--- src/rtl/ctrl_seq_pkg.sv ---
// ctrl_seq_pkg: shared definitions for the control-store microsequencer.
//   ns_sel_e           - next-state select encodings of the microinstruction ns_sel field
//   RESET_STATE        - control state entered on reset
//   DEFAULT_TRAP_STATE - default unimplemented/undefined trap state number
package ctrl_seq_pkg;

  typedef enum logic [2:0] {
    NsEncode = 3'd0,
    NsInc    = 3'd1,
    NsJump   = 3'd2,
    NsCjmp   = 3'd3,
    NsWait   = 3'd4,
    NsCall   = 3'd5,
    NsRet    = 3'd6,
    NsNcjmp  = 3'd7
  } ns_sel_e;

  localparam int unsigned RESET_STATE        = 0;
  localparam int unsigned DEFAULT_TRAP_STATE = 1;

endpackage

--- src/rtl/mfc_wait_timer.sv ---
// mfc_wait_timer: counts consecutive cycles spent holding in a WAIT microinstruction
// and flags when the memory-function-complete wait has run out.
//   clk      in  rising-edge clock
//   reset    in  asynchronous active-high reset
//   hold_req in  WAIT selected with mfc low this cycle
//   expire   out hold_req while the count has already reached MFC_TIMEOUT
module mfc_wait_timer #(
  parameter int unsigned MFC_TIMEOUT = 15
) (
  input  logic clk,
  input  logic reset,
  input  logic hold_req,
  output logic expire
);

  localparam int unsigned CNT_W = (MFC_TIMEOUT > 0) ? $clog2(MFC_TIMEOUT + 1) : 1;

  logic [CNT_W-1:0] wait_cnt_q, wait_cnt_d;

  always_comb begin
    expire     = hold_req && (wait_cnt_q == CNT_W'(MFC_TIMEOUT));
    wait_cnt_d = '0;
    // Count only while actually holding; the expiring cycle leaves WAIT, so it clears.
    if (hold_req && !expire) begin
      wait_cnt_d = wait_cnt_q + CNT_W'(1);
    end
  end

  always_ff @(posedge clk or posedge reset) begin
    if (reset) begin
      wait_cnt_q <= '0;
    end else begin
      wait_cnt_q <= wait_cnt_d;
    end
  end

endmodule

--- src/rtl/microsequencer.sv ---
// microsequencer: control-state register and next-state selection for a microcoded
// controller. The registered state addresses the microstore; the fields of the
// addressed microinstruction (ns_sel, ns_addr) pick the following state.
//   clk         in  rising-edge clock
//   reset       in  asynchronous active-high reset
//   ns_sel      in  next-state select (ctrl_seq_pkg::ns_sel_e)
//   ns_addr     in  target state field
//   enc_state   in  next state from the IR encoder
//   cond        in  condition-tester result
//   mfc         in  memory function complete (level)
//   state       out current control state
//   waiting     out WAIT is holding this cycle
//   illegal     out sticky: dispatch to the trap state
//   timeout_err out sticky: mfc wait timed out
// Build option: define SEQ_CALL_RET_EN to enable the single-entry CALL/RET return
// register; otherwise CALL and RET trap as illegal.
module microsequencer
  import ctrl_seq_pkg::*;
#(
  parameter int unsigned STATE_W     = 7,
  parameter int unsigned MFC_TIMEOUT = 15,
  parameter int unsigned TRAP_STATE  = DEFAULT_TRAP_STATE
) (
  input  logic               clk,
  input  logic               reset,
  input  logic [2:0]         ns_sel,
  input  logic [STATE_W-1:0] ns_addr,
  input  logic [STATE_W-1:0] enc_state,
  input  logic               cond,
  input  logic               mfc,
  output logic [STATE_W-1:0] state,
  output logic               waiting,
  output logic               illegal,
  output logic               timeout_err
);

  localparam logic [STATE_W-1:0] TrapVal  = STATE_W'(TRAP_STATE);
  localparam logic [STATE_W-1:0] ResetVal = STATE_W'(RESET_STATE);

  logic [STATE_W-1:0] state_q, state_d, state_inc;
  logic               illegal_q, illegal_d;
  logic               timeout_q, timeout_d;
  logic               hold_req, expire;

  assign state_inc = state_q + STATE_W'(1);  // wraps modulo 2^STATE_W
  assign hold_req  = (ns_sel == NsWait) && !mfc;

  mfc_wait_timer #(
    .MFC_TIMEOUT(MFC_TIMEOUT)
  ) u_timer (
    .clk     (clk),
    .reset   (reset),
    .hold_req(hold_req),
    .expire  (expire)
  );

`ifdef SEQ_CALL_RET_EN
  logic [STATE_W-1:0] ret_q, ret_d;
`endif

  always_comb begin
    state_d   = state_q;
    illegal_d = illegal_q;
    timeout_d = timeout_q;
`ifdef SEQ_CALL_RET_EN
    ret_d     = ret_q;
`endif
    unique case (ns_sel_e'(ns_sel))
      NsEncode: begin
        state_d = enc_state;
        if (enc_state == TrapVal) illegal_d = 1'b1;
      end
      NsInc:    state_d = state_inc;
      NsJump:   state_d = ns_addr;
      NsCjmp:   state_d = cond ? ns_addr : state_inc;
      NsNcjmp:  state_d = cond ? state_inc : ns_addr;
      NsWait: begin
        // mfc wins over an expiring count: a completion on the last cycle is not an error.
        if (mfc) begin
          state_d = state_inc;
        end else if (expire) begin
          state_d   = TrapVal;
          timeout_d = 1'b1;
        end
      end
`ifdef SEQ_CALL_RET_EN
      NsCall: begin
        ret_d   = state_inc;
        state_d = ns_addr;
      end
      NsRet:    state_d = ret_q;
`else
      NsCall, NsRet: begin
        state_d   = TrapVal;
        illegal_d = 1'b1;
      end
`endif
      default: state_d = state_q;
    endcase
  end

  always_ff @(posedge clk or posedge reset) begin
    if (reset) begin
      state_q   <= ResetVal;
      illegal_q <= 1'b0;
      timeout_q <= 1'b0;
    end else begin
      state_q   <= state_d;
      illegal_q <= illegal_d;
      timeout_q <= timeout_d;
    end
  end

`ifdef SEQ_CALL_RET_EN
  always_ff @(posedge clk or posedge reset) begin
    if (reset) begin
      ret_q <= '0;
    end else begin
      ret_q <= ret_d;
    end
  end
`endif

  assign state       = state_q;
  assign waiting     = hold_req && !reset;
  assign illegal     = illegal_q;
  assign timeout_err = timeout_q;

endmodule
--- config.mk ---
export PLATFORM = sky130hd
export DESIGN_NAME = microsequencer
export DESIGN_NICKNAME = d
export VERILOG_FILES = /design/src/rtl/ctrl_seq_pkg.sv /design/src/rtl/mfc_wait_timer.sv /design/src/rtl/microsequencer.sv
export SDC_FILE = /design/constraint.sdc
export NUM_CORES = 1
export LEC_CHECK = 0
export CAP_MARGIN = 5
export CORE_ASPECT_RATIO = 1.5
export CORE_MARGIN = 8
export CORE_UTILIZATION = 40
export CTS_CLUSTER_SIZE = 16
export DETAILED_ROUTE_END_ITERATION = 16
export MAX_ROUTING_LAYER = met4
export PLACE_DENSITY_LB_ADDON = 0.1
export SLEW_MARGIN = 20
export SYNTH_ARGS = -nofsm -noshare
export SYNTH_HDL_FRONTEND = slang
export SYNTH_HIERARCHICAL = 1
export SYNTH_SLANG_ARGS = --single-unit
--- constraint.sdc ---
create_clock -name clk -period 1.85 [get_ports clk]
set_input_delay 0.37 -clock clk [delete_from_list [all_inputs] [get_ports clk]]
set_output_delay 0.37 -clock clk [all_outputs]
set_load 0.01 [all_outputs]
==> impl_results.md <==
* Final period utilization at between 90% and 100%
* Async S/R FF share, synth at 100%
* Grt met3 use at 1.79%
* Synthesized area at 1010 um2
* CTS Buffer Depth at 2
* Worst VDD drop at ~0.21 mV
* Antenna Cells at 0
* I/O Buffers at 30
* M2 GR Usage at 23.6%
* GP Congestion at 0.796
* Antenna violations before repair at 0
* Worst setup startpoint: u_timer/wait_cnt_q[0]
* Vias in the first global route at approximately 1100
* Largest net degree at the start of global routing at 20
* Residual DRC at 0
* Worst r2r dst: state[6]
* Cell-internal power at 564 uW
* Worst Hold Slack at 435 ps
* Sequential share of power at 41.6%
* Post-synth top flop: dfrtp_1
* Final setup violating endpoints at 0
* Worst EP arrival at approximately 1900 ps
* Max-Cap Viols at 0
* Wirelength per Cell at 15.0 um
* Worst hold path type: input pin to asynchronous set/reset pin
* WL final at around 2900 um
* Status: complete, no violations
* Worst Setup End Kind: flop
* Reg-to-reg slack, setup at between 100 and 150 ps
* Synthesized flop and latch total at 13
* First-pass DRT Iterations at 4
* Worst Path Buf+Inv at 1
* Synth warn at 6
* Sw Share at just over 30%
* Post-synth net total at 145
* DPL Wire Length at roughly 2300 um
* Yosys top cell area share at 32.1%
* Via count at roughly 1100
* Core area at 2420 um2
* Worst EP required at roughly 2000 ps
* Met1 usage at approximately an eighth
* Pleak at 0.000726 uW
* Commonest non-fill, non-tap cell in the layout: clkdlybuf4s50_1
* Worst skew pair latency at approximately 280 ps
* Num rows at 22
* Critical path's top delay family: simple AND/OR/NAND/NOR gates
* RSZ-0062 raised after global routing: no
* Crit-path max cell delay at between 400 and 500 ps
* Instance count of the mapped netlist at ~120
* Layout Nets at 191
* Pre-CTS WS at -512 ps
* Crit Reg-Reg Startpoint: u_timer/wait_cnt_q[0]
* Layout cells sized above 1 at between 20% and 30%
* Slew @ Worst Pin at between 400 and 500 ps
* FMAX at 0.585 GHz
* Final hold vios at 0
* Die W at between 50 and 60 um
* Remaining Overflow, GRT at 0
* CTS tree: built
* Setup Skew at 3.02 ps
* Vert. Die Dim at slightly below 80 um
* Initial Util at a little over two fifths
* Setup ws final at 139 ps
* R2R depth at 7
* Net Sw Power at around 250 uW
* Dpl cell area at roughly 1400 um2
* Unique cell type count in the Yosys netlist at 37
* CP Launch Type: flop
* Number of cells on the critical path at 7
* Antenna violation net count after detailed routing at 0
* Via density per instance at approximately 5.7
* Critical Path Sink: state[6]
* Critical path, cell by cell: ha_2 > nand3_2 > nor2_4 > nor3b_4 > o21ai_2 > buf_4 > a22o_1
* Clock root cell: clkbuf_4
* WS Path Type: flop to flop
* Logic pwr share at a little under two fifths
* Die area at roughly 4400 um2
* Clock Sink Count at 13
* Share of the yosys chip area belonging to registers at 32.1%
* CTS H-tree depth at 1
* I/O Pins at 31
* Initial DRC count at 15
* GRT busiest layer: met2
* Crit Path Max Fanout at 7
* Total CTS buffers at 3
* Slew Limit Fails at 0
* Clock transition at path regs at 80 ps
* EDFF count, synth at 0
* Slew HR at a little under three quarters
* Synth area leader: dfrtp_1
* Clk network pwr share at a little over a fifth
* Power per cell area at 515 nW/um2
* Mapped Avg Cell Area at between 8 and 9 um2
* Fin area at approximately 1600 um2
* Min Tclk post-route at between 1500 and 2000 ps
* First-pass GRT wire length at 4910 um
* Critical path's slowest cell: dfrtp_1
* Area contributors post-synth: dfrtp_1 (32%), a22o_1 (6.9%), o21ai_0 (5.9%), a2bb2oi_1 (5.2%), nor2_1 (4.8%)
* Synthesis-to-layout area growth at 56.0%
* Most frequent cells in the layout: clkdlybuf4s50_1 (25), buf_4 (15), dfrtp_1 (13), nor2_1 (12)
* GR Util All Layers at 13.4%
layout make-up:
type                            instances  area, um2
Inverter                                8       30.0
Fill cell                             218        841
Multi-Input combinational cell         94        716
Tap cell                               24       30.0
Sequential cell                        13        325
Timing Repair Buffer                   48        454
Clock buffer                            4       26.3
metrics by stage:
| step | power (uW) | util, % | TNS, ps | instances |
|---|---|---|---|---|
| floorplan | 473 | - | 0 | 122 |
| global placement | 616 | 59.5 | -3190 | 186 |
| detailed placement | 621 | 59.5 | -3520 | 186 |
| CTS | 805 | 62.4 | 0 | 190 |
| global route | 859 | 65.3 | 0 | 191 |
| finish | 815 | 65.3 | 0 | 191 |
cells in the mapped netlist, types with 2 or more instances:
cell type  number
nor2_1         13
o221ai_1        2
o31ai_1         2
o21ai_0        12
a22o_1          8
nor2b_1         3
nand2b_1        4
and3_1          2
nand3_1         4
buf_2           4
nor3b_2         2
a21o_1          3
inv_1           7
ha_1            2
a21oi_1         8
dfrtp_1        13
a2bb2oi_1       6
buf_6           2
nand2_1         7
how the worst min path moves through the flow:
stage                             to  depth (start not counted)  slack [ps]   startpoint
3_5_place_dp             timeout_err                          1         460  timeout_err
5_1_grt        u_timer/wait_cnt_q[3]                          3         460        reset
3_3_place_gp             timeout_err                          1         450  timeout_err
6_report       u_timer/wait_cnt_q[0]                          3         430        reset
4_1_cts        u_timer/wait_cnt_q[1]                          3         440        reset
2_1_floorplan  u_timer/wait_cnt_q[0]                          1         140        reset
cells by family after synthesis:
logic type,Yosys count,synth area share (%)
AO/OA/AOI/OAI,47,33.0
XOR/XNOR,2,1.73
adder cells (fa/ha/maj),2,2.47
buffers and inverters,15,7.53
flip-flops,13,32.1
AND/OR/NAND/NOR,43,23.2
power by group through the flow:
stage	sequential [uW]	clock (uW)	combinational, uW
6_report	339	175	301
4_1_cts	338	180	287
3_5_place_dp	343	0	278
2_1_floorplan	345	0	128
5_1_grt	342	191	326
3_3_place_gp	341	0	275
registers in the layout, summed over array words and instances (netlist names):
signal,flops
timeout_err,1
state,7
u_timer/wait_cnt_q,4
illegal,1
repair_timing:
action                     in CTS  in global routing
resized for setup              21                 13
hold buffers                    0                  0
setup buffers                   1                  1
setup endpoints to repair       7                  6
pin swaps                       7                  7
cloned                          0                  0
layer usage:
layer | share of wire [%] | up-vias
li1 | - | 541
met1 | 43 | 500
met2 | 50 | 35
met3 | 3.6 | 10
met4 | 3.6 | 0
met5 | 0 | -
tightest hold or removal path, delay by kind of cell:
| family | cells | cell delay (ps) |
|---|---|---|
| buffers and inverters | 3 | 700 |
(Power assumes the default switching activity.)
